**config.mk**
```make
export PLATFORM = sky130hd
export DESIGN_NAME = sram_arbiter
export DESIGN_NICKNAME = d
export VERILOG_FILES = /design/src/rtl/sram_arbiter.sv
export SDC_FILE = /design/constraint.sdc
export NUM_CORES = 1
export LEC_CHECK = 0
export BUFFER_PORTS_ARGS = -buffer_cell sky130_fd_sc_hd__buf_4
export CAP_MARGIN = 20
export CORE_MARGIN = 3
export CORE_UTILIZATION = 35
export DETAILED_ROUTE_END_ITERATION = 7
export PLACE_DENSITY = 0.7
export RECOVER_POWER = 100
export SLEW_MARGIN = 15
export SYNTH_ARGS = -nofsm -noshare
export SYNTH_HDL_FRONTEND = slang
export SYNTH_SLANG_ARGS = --single-unit
export TNS_END_PERCENT = 30
```
**constraint.sdc**
```tcl
create_clock -name clk -period 1.55 [get_ports clk]
set_input_delay 0.31 -clock clk [delete_from_list [all_inputs] [get_ports clk]]
set_output_delay 0.31 -clock clk [all_outputs]
set_load 0.02 [all_outputs]
```
**src/rtl/sram_arbiter.sv**
```systemverilog
// sram_arbiter: two-port (fetch / load-store) arbiter onto one SRAM-like bus.
// One transaction is outstanding at a time: IDLE grants, ADDR issues the
// request, and WAIT waits for the data phase.
// Optional build macro ARB_RR_EN switches the fixed data-over-inst priority to a
// round-robin that uses a 1-bit last-owner pointer.
module sram_arbiter (
  input  logic        clk,
  input  logic        rst,
  input  logic        inst_req,
  input  logic [31:0] inst_addr,
  output logic        inst_addr_ok,
  output logic        inst_data_ok,
  output logic [31:0] inst_rdata,
  input  logic        data_req,
  input  logic        data_wr,
  input  logic [3:0]  data_wstrb,
  input  logic [31:0] data_addr,
  input  logic [31:0] data_wdata,
  output logic        data_addr_ok,
  output logic        data_data_ok,
  output logic [31:0] data_rdata,
  output logic        bus_req,
  output logic        bus_wr,
  output logic [3:0]  bus_wstrb,
  output logic [31:0] bus_addr,
  output logic [31:0] bus_wdata,
  input  logic        bus_addr_ok,
  input  logic        bus_data_ok,
  input  logic [31:0] bus_rdata
);

  typedef enum logic [1:0] {
    ST_IDLE = 2'd0,
    ST_ADDR = 2'd1,
    ST_WAIT = 2'd2
  } state_t;

  state_t      state_r;
  state_t      state_nxt_s;
  logic        owner_data_r;   // 1: load/store port owns the bus, 0: fetch port
  logic        wr_r;
  logic [3:0]  wstrb_r;
  logic [31:0] addr_r;
  logic [31:0] wdata_r;
  logic        data_first_s;
  logic        grant_data_s;
  logic        grant_inst_s;
  logic        issuing_s;
  logic        busy_s;

`ifdef ARB_RR_EN
  logic        last_data_r;    // 1: most recent grant went to the load/store port

  // Round-robin: the port that was not granted last wins a tie.
  always_comb begin
    data_first_s = ~last_data_r;
  end
`else
  // Fixed priority: the load/store port always wins a tie.
  always_comb begin
    data_first_s = 1'b1;
  end
`endif

  // Grant decision; only in IDLE and never while reset is asserted, so that
  // addr_ok stays low during reset even if a request is already present.
  always_comb begin
    grant_data_s = 1'b0;
    grant_inst_s = 1'b0;
    if ((state_r == ST_IDLE) && rst) begin
      if (data_req && (!inst_req || data_first_s)) begin
        grant_data_s = 1'b1;
      end else if (inst_req) begin
        grant_inst_s = 1'b1;
      end else begin
        grant_data_s = 1'b0;
        grant_inst_s = 1'b0;
      end
    end else begin
      grant_data_s = 1'b0;
      grant_inst_s = 1'b0;
    end
  end

  // Next-state logic; bus_data_ok ends the transaction from ADDR or WAIT.
  always_comb begin
    state_nxt_s = state_r;
    case (state_r)
      ST_IDLE: begin
        if (grant_data_s || grant_inst_s) begin
          state_nxt_s = ST_ADDR;
        end else begin
          state_nxt_s = ST_IDLE;
        end
      end
      ST_ADDR: begin
        if (bus_data_ok) begin
          state_nxt_s = ST_IDLE;
        end else if (bus_addr_ok) begin
          state_nxt_s = ST_WAIT;
        end else begin
          state_nxt_s = ST_ADDR;
        end
      end
      ST_WAIT: begin
        if (bus_data_ok) begin
          state_nxt_s = ST_IDLE;
        end else begin
          state_nxt_s = ST_WAIT;
        end
      end
      default: state_nxt_s = ST_IDLE;
    endcase
  end

  // State register.
  always_ff @(posedge clk or negedge rst) begin
    if (!rst) begin
      state_r <= ST_IDLE;
    end else begin
      state_r <= state_nxt_s;
    end
  end

  // Capture the winner's request fields; fetches are always plain reads.
  always_ff @(posedge clk or negedge rst) begin
    if (!rst) begin
      owner_data_r <= 1'b0;
      wr_r         <= 1'b0;
      wstrb_r      <= 4'b0000;
      addr_r       <= 32'h0000_0000;
      wdata_r      <= 32'h0000_0000;
    end else if (grant_data_s) begin
      owner_data_r <= 1'b1;
      wr_r         <= data_wr;
      wstrb_r      <= data_wstrb;
      addr_r       <= data_addr;
      wdata_r      <= data_wdata;
    end else if (grant_inst_s) begin
      owner_data_r <= 1'b0;
      wr_r         <= 1'b0;
      wstrb_r      <= 4'b0000;
      addr_r       <= inst_addr;
      wdata_r      <= 32'h0000_0000;
    end
  end

`ifdef ARB_RR_EN
  // Remember which port received the most recent grant.
  always_ff @(posedge clk or negedge rst) begin
    if (!rst) begin
      last_data_r <= 1'b0;
    end else if (grant_data_s || grant_inst_s) begin
      last_data_r <= grant_data_s;
    end
  end
`endif

  // Bus drive and requester responses; bus fields are zero outside ADDR.
  always_comb begin
    issuing_s    = (state_r == ST_ADDR);
    busy_s       = (state_r == ST_ADDR) || (state_r == ST_WAIT);
    bus_req      = issuing_s;
    bus_wr       = issuing_s & wr_r;
    bus_wstrb    = issuing_s ? wstrb_r : 4'b0000;
    bus_addr     = issuing_s ? addr_r  : 32'h0000_0000;
    bus_wdata    = issuing_s ? wdata_r : 32'h0000_0000;
    inst_addr_ok = grant_inst_s;
    data_addr_ok = grant_data_s;
    inst_data_ok = busy_s & bus_data_ok & ~owner_data_r;
    data_data_ok = busy_s & bus_data_ok &  owner_data_r;
    inst_rdata   = bus_rdata;
    data_rdata   = bus_rdata;
  end

endmodule

```
==> impl_metrics.py, run 1 <==
metrics = {
    "floorplan": {
        "floorplan.io_pins": 277,
        "rows": 38,
        "initial_utilization_pct": 36.5,
        "floorplan.die.width_um": 113,
        "core_um2": 11000,
        "die_h_um": 113,
        "floorplan.die_area_um2": 12800,
    },
    "grt": {
        "grt_antenna_before_repair": 0,
        "gr-usage-met1_pct": 15.9,
        "wire_length_of_the_first_global_routing_pass_um": 14600,
        "grt_util_all_layers_pct": 14.4,
        "grt_overflow": 0,
        "first_global_vias": 2986,
        "grtUsageMet2_pct": 26.7,
        "gr-max-usage-layer": "met2",
        "pin_count_of_the_biggest_net_entering_global_routing": 71,
        "grt_util_met3_pct": 4.17,
    },
    "clocking": {
        "clk-insertion-delay-late_ns": 0.32,
        "cts_tree": "yes",
        "clock_tree_buffer_depth": 2,
        "ctsHtreeMaxLevel": 3,
        "root_buffer": "sky130_fd_sc_hd__clkbuf_16",
        "clk_transition_reported_paths_ns": 0.06,
        "cts.sinks": 72,
        "clock_buffer_count_from_cts": 9,
        "postCtsSetupRepairBufs": 0,
    },
    "power_and_ir_drop": {
        "cellLeakagePower_nw": 2.75,
        "irDropWorstVdd_mv": 0.619,
        "cellPowerDensity_nw_per_um2": 1270,
    },
    "job": {
        "timing.max_cap.violations": 0,
    },
    "logic_synthesis": {
        "synthesis.nets": 489,
        "dominantRegCellSynth": "sky130_fd_sc_hd__dfrtp_1",
        "yosysMostFrequentCell": "sky130_fd_sc_hd__dfrtp_1",
        "seq_area_frac_synth_pct": 44.8,
        "netlist_instances": 346,
        "synth-async-reset-ratio_pct": 100,
        "syn_avg_cell_area_um2": 11.6,
        "synth.top_cell.area_share_pct": 44.8,
        "ys_seq_elements": 72,
        "synth_edf_count": 0,
        "netlist_top_cells_count": "sky130_fd_sc_hd__dfrtp_1, sky130_fd_sc_hd__buf_4, sky130_fd_sc_hd__and2_1, sky130_fd_sc_hd__mux2_2, sky130_fd_sc_hd__a22o_1",
        "synth_top_cells_by_area": "sky130_fd_sc_hd__dfrtp_1, sky130_fd_sc_hd__mux2_2, sky130_fd_sc_hd__buf_4, sky130_fd_sc_hd__and2_1, sky130_fd_sc_hd__a22o_1",
        "synth.distinct_cells": 20,
        "synthesis.area_um2": 4020,
        "synth.yosys.warnings": 0,
        "netlist.top_cell.by_area": "sky130_fd_sc_hd__dfrtp_1",
    },
    "critical_path": {
        "critical_path_required_ns": 1.24,
        "critical_path_class": "flip-flop to output port",
        "worstSetupEndpointType": "output port",
        "cp.arrival_ns": 1.45,
        "critical_path.max_fanout": 27,
        "crit_path_start_kind": "flip-flop",
    },
    "route": {
        "route.detailed.vias_per_inst": 4.64,
        "drc": 0,
        "drt_pre_antenna_iters": 4,
        "dr_total_vias": 2812,
        "detail_route.wirelength_um": 9800,
        "drt_iter0_drc": 89,
        "antenna_left": 0,
        "wire_per_inst_um": 16.2,
    },
    "layout": {
        "final_util_pct": 51.3,
        "net_count_reported_at_finish": 604,
        "area.growth.synth_to_final_pct": 40.8,
        "fillerInstances": 987,
        "antenna-diode-count": 0,
        "final_layout_size_suffix_gt1_share_pct": 60.1,
    },
    "sta": {
        "relSlewSlack_pct": 36.9,
        "setup_tns_ns": -13.39,
        "setup_ws_post_layout_ns": -0.208,
        "finalSetupViolations": 74,
        "final_hold_viol_count": 0,
        "worst-slew-pin-transition_ns": 0.947,
        "grt_setup_unrepaired": "yes",
        "final_min_period_over_clock_period_pct": 113,
        "slew_viol_final": 0,
        "clock.fmax_ghz": 0.569,
        "period_needed_ns": 1.76,
        "timing.clock.skew_ns": 0.0127,
    },
    "hold_path": {
        "min-delay-path-class": "input pin to flip-flop",
    },
    "place": {
        "gp_congestion": 0.754,
        "io_buffers": 180,
        "place.detailed.hpwl_um": 7150,
    },
    "outcome": {
        "outcome": "complete, but fails checks",
        "violations": "setup timing",
    },
}
path summary, 6_finish.rpt:
check / from / end / slack (ns) / depth (start not counted)
worst max register to register: state_r[0] / addr_r[3] / 0 / 5
max in group asynchronous: rst / wstrb_r[1] / 0.44 / 2
worst min register to register: addr_r[11] / addr_r[11] / 0.49 / 1
worst min-delay path: bus_data_ok / state_r[1] / 0.16 / 2
worst max-delay path: state_r[1] / bus_addr[11] / -0.21 / 5
min in group asynchronous: rst / wdata_r[14] / 0.46 / 2
cell families (layout without fill, tap and decap cells):
kind of cell / count (synthesis) / in the layout / share of synthesized area (%)
compound gates: 41 / 41 / 8.80
fa+ha+maj: 4 / 4 / 1.24
buf+inv: 88 / 208 / 15.5
flops: 72 / 72 / 44.8
mux: 64 / 64 / 17.9
simple gates: 77 / 77 / 11.8
cells in the final DEF (no fill, tap or decap), types with 3 or more instances in the layout:
master	synthesis	final
sky130_fd_sc_hd__and2_1	69	57
sky130_fd_sc_hd__buf_6	3	47
sky130_fd_sc_hd__a22o_1	37	37
sky130_fd_sc_hd__mux2_1	6	6
sky130_fd_sc_hd__buf_12	0	6
sky130_fd_sc_hd__clkbuf_16	0	9
sky130_fd_sc_hd__and2_4	0	12
sky130_fd_sc_hd__buf_4	70	134
sky130_fd_sc_hd__mux2_4	0	3
sky130_fd_sc_hd__mux2_2	58	55
sky130_fd_sc_hd__dfrtp_1	72	71
final cells by class:
class | count | area, µm² | share of cell area, %
repair buffers | 190 | 1680 | 29.6
clock buffers | 12 | 256 | 4.53
clock inverters | 4 | 76.3 | 1.35
flip-flops and latches | 72 | 1800 | 31.8
well taps | 140 | 175 | 3.09
inverters | 2 | 7.51 | 0.133
multi-input cells | 186 | 1670 | 29.5
flip-flops by register name, summed over array words and instances, names as in the netlist:
register and flops:
state_r 2, addr_r 32, wdata_r 32, wstrb_r 4, wr_r 1, owner_data_r 1
report_power, final:
part           leakage, nW  internal (mW)  switching [mW]  total [mW]
logic                 1.70           1.31           0.983        2.30
registers            0.885           2.37           0.244        2.62
clock network        0.159           1.50           0.766        2.27
total                 2.75           5.19            1.99        7.18
layer usage:
metal | up-vias | share of wire, %
met1 | 1316 | 38
met2 | 146 | 53
li1 | 1342 | -
met5 | - | 0
met3 | 8 | 8.7
met4 | 0 | 0.67
through the flow:
| stage | hold WS, ns | cell area, µm² | power (mW) | cells | worst slack (ns) |
|---|---|---|---|---|---|
| after floorplan | 0.0144 | 4030 | 4.05 | 346 | 0.0220 |
| after global placement | 0.119 | 5090 | 4.68 | 589 | 0.0345 |
| after detailed placement | 0.120 | 5090 | 4.75 | 589 | -0.0376 |
| after CTS | 0.151 | 5640 | 7.23 | 606 | -0.230 |
| after global routing | 0.155 | 5660 | 7.54 | 606 | -0.299 |
| final | 0.162 | 5660 | 7.18 | 606 | -0.208 |
what timing repair did:
| action | 4_1_cts | 5_1_grt |
|---|---|---|
| gates cloned | 0 | 0 |
| resized for setup | 55 | 12 |
| endpoints found under the setup margin | 106 | 106 |
| hold buffers | 1 | 0 |
| hold endpoints to repair | 2 | 0 |
| pin swaps | 0 | 3 |
worst max-delay path: stages, from the launching register on:
cell and delay (ns):
sky130_fd_sc_hd__dfrtp_1 0.39, sky130_fd_sc_hd__inv_2 0.09, sky130_fd_sc_hd__ha_4 0.19, sky130_fd_sc_hd__buf_12 0.17, sky130_fd_sc_hd__and2_1 0.14, sky130_fd_sc_hd__buf_4 0.14
No activity file was read; power rests on OpenSTA's default activity.
==> run 2: changes to the inputs <==
--- a/config.mk
+++ b/config.mk
@@ -12,3 +12,3 @@
 export DETAILED_ROUTE_END_ITERATION = 7
-export PLACE_DENSITY = 0.7
+export PLACE_DENSITY = 0.69
 export RECOVER_POWER = 100
--- a/constraint.sdc
+++ b/constraint.sdc
@@ -3,2 +3,2 @@
 set_output_delay 0.31 -clock clk [all_outputs]
-set_load 0.02 [all_outputs]
+set_load 0.1 [all_outputs]
==> impl_metrics.py, run 2 (synthesis gave the netlist of run 1 again) <==
metrics = {
    "place": {
        "place.detailed.hpwl_um": 7160,
        "post_dp_cell_area_um2": 5260,
        "gp_congestion": 0.689,
        "io_buffers": 180,
        "placed_cells": 593,
    },
    "clocking": {
        "cts_tree": "yes",
        "clk-insertion-delay-late_ns": 0.32,
        "root_buffer": "sky130_fd_sc_hd__clkbuf_16",
        "ctsHtreeMaxLevel": 3,
        "clock_buffer_count_from_cts": 9,
        "clk_transition_reported_paths_ns": 0.06,
        "hold_buffer_count_at_cts": 0,
        "clock_tree_buffer_depth": 2,
        "cts.sinks": 72,
    },
    "sta": {
        "final_min_period_over_clock_period_pct": 119,
        "slew_viol_final": 0,
        "finalSetupViolations": 125,
        "final_hold_viol_count": 0,
        "whs_ns": 0.177,
        "relSlewSlack_pct": 32.6,
        "grt_setup_unrepaired": "yes",
        "setup_tns_ns": -21.47,
        "setup_ws_post_layout_ns": -0.291,
        "worst-slew-pin-transition_ns": 1.01,
        "period_needed_ns": 1.84,
        "timing.clock.skew_ns": 0.00515,
        "clock.fmax_ghz": 0.543,
    },
    "route": {
        "antenna_left": 0,
        "dr_total_vias": 2947,
        "wire_per_inst_um": 17.2,
        "drt-met1-wl_um": 3760,
        "met2_wirelength_um": 5580,
        "drc": 0,
        "drt_iter0_drc": 106,
        "top_layer_used": "met4",
        "route.detailed.vias_per_inst": 4.83,
        "met3_wl_um": 873,
        "detail_route.wirelength_um": 10500,
        "drt_pre_antenna_iters": 4,
    },
    "critical_path": {
        "crit_path_start_kind": "flip-flop",
        "critical_path_class": "flip-flop to output port",
        "worstSetupEndpointType": "output port",
        "critical_path.max_fanout": 40,
        "cp.arrival_ns": 1.53,
        "worst-path-buf-inv": 3,
        "cell_type_of_the_slowest_stage_on_the_worst_timing_path": "sky130_fd_sc_hd__dfrtp_1",
        "worstSetupStartpoint": "state_r[1]",
        "r2r_start": "state_r[0]",
        "timing.critical_path.max_delay_family": "buffers and inverters",
        "critical_path_required_ns": 1.24,
        "largest_stage_delay_on_the_critical_path_ns": 0.39,
        "timing.critical_path.mode_cell": "sky130_fd_sc_hd__buf_12",
        "timing.critical_path.cells": "inv_2 -> ha_4 -> buf_12 -> and2_2 -> buf_12",
    },
    "layout": {
        "antenna-diode-count": 0,
        "fillerInstances": 839,
        "mostFrequentLayoutCell": "sky130_fd_sc_hd__buf_4",
        "multi_input_comb_area_um2": 1790,
        "area.growth.synth_to_final_pct": 63.3,
        "most_used_cells_in_the_layout_excluding_fill_and_tap_cells": "sky130_fd_sc_hd__buf_4, sky130_fd_sc_hd__buf_12, sky130_fd_sc_hd__dfrtp_1",
        "net_count_reported_at_finish": 608,
        "largest_registers": "addr_r x32, wdata_r x32, wstrb_r x4",
        "final_layout_size_suffix_gt1_share_pct": 74.0,
        "post_layout_nonfiller_instances": 610,
        "final-seq-area_um2": 1800,
        "final_cell_area_um2": 6570,
    },
    "power_and_ir_drop": {
        "cellLeakagePower_nw": 3.03,
        "irDropWorstVdd_mv": 0.818,
        "cellPowerDensity_nw_per_um2": 1480,
    },
    "floorplan": {
        "rows": 38,
        "initial_utilization_pct": 36.5,
        "floorplan.io_pins": 277,
        "die_h_um": 113,
        "floorplan.die_area_um2": 12800,
        "floorplan.die.width_um": 113,
        "core_um2": 11000,
    },
    "hold_path": {
        "min_from": "bus_data_ok",
        "min-delay-path-class": "input pin to flip-flop",
    },
    "grt": {
        "grt_antenna_before_repair": 0,
        "grt_util_all_layers_pct": 16.0,
        "pin_count_of_the_biggest_net_entering_global_routing": 43,
        "first_global_vias": 3282,
        "grt_overflow": 0,
        "wire_length_of_the_first_global_routing_pass_um": 16400,
    },
    "outcome": {
        "outcome": "complete, but fails checks",
        "violations": "setup timing",
    },
    "job": {
        "timing.max_cap.violations": 0,
    },
}
==> run 2: cell types whose count changed in the layout (fill, tap and decap cells not counted), sizes merged <==
cell | before | now
dlygate4sd3 | 1 | 0
buf | 187 | 191
bufinv | 2 | 3
==> run 2: metal layers <==
metal | vias up | global-route usage [%]
li1 | 1351 | -
met1 | 1434 | 17.5
met2 | 131 | 28.8
met3 | 31 | 4.12
met4 | 0 | 7.85
met5 | - | 0
==> run 2: final timing paths <==
kind	to	slack (ns)	depth (start not counted)
min in group asynchronous	owner_data_r	0.38	2
setup reg to reg	wdata_r[24]	-0.09	7
hold / removal	state_r[1]	0.18	2
setup / recovery	bus_wdata[20]	-0.29	5
max in group asynchronous	state_r[0]	0.38	2
hold reg to reg	addr_r[9]	0.48	1
==> run 2: area by class of cell <==
class,instances,area share [%]
clock buffer,11,3.85
clock inverter,5,1.56
inverter,2,0.114
multi-input combinational,186,27.3
sequential,72,27.4
tap,140,2.67
timing repair buffer,194,37.1
==> run 2: timing repair <==
action                     4_1_cts  5_1_grt
setup endpoints to repair      129      136
pin swaps                        2        5
setup buffers                    1        0
resized for setup              222       10
==> run 2: through the flow <==
| step | setup slack [ns] | utilization [%] | total power [mW] |
|---|---|---|---|
| after CTS | -0.305 | 59.3 | 9.78 |
| after global placement | -0.0164 | 47.7 | 6.45 |
| after detailed placement | -0.0462 | 47.7 | 6.51 |
| after floorplan | -0.328 | - | 6.39 |
| after global routing | -0.362 | 59.6 | 10.1 |
| final | -0.291 | 59.6 | 9.75 |
==> run 2: power breakdown <==
| group | total (mW) | internal [mW] | leakage, nW | switching (mW) |
|---|---|---|---|---|
| sequential | 2.63 | 2.37 | 0.885 | 0.256 |
| clock | 2.42 | 1.66 | 0.172 | 0.759 |
| combinational | 4.70 | 1.97 | 1.97 | 2.73 |
| total | 9.75 | 6.00 | 3.03 | 3.75 |
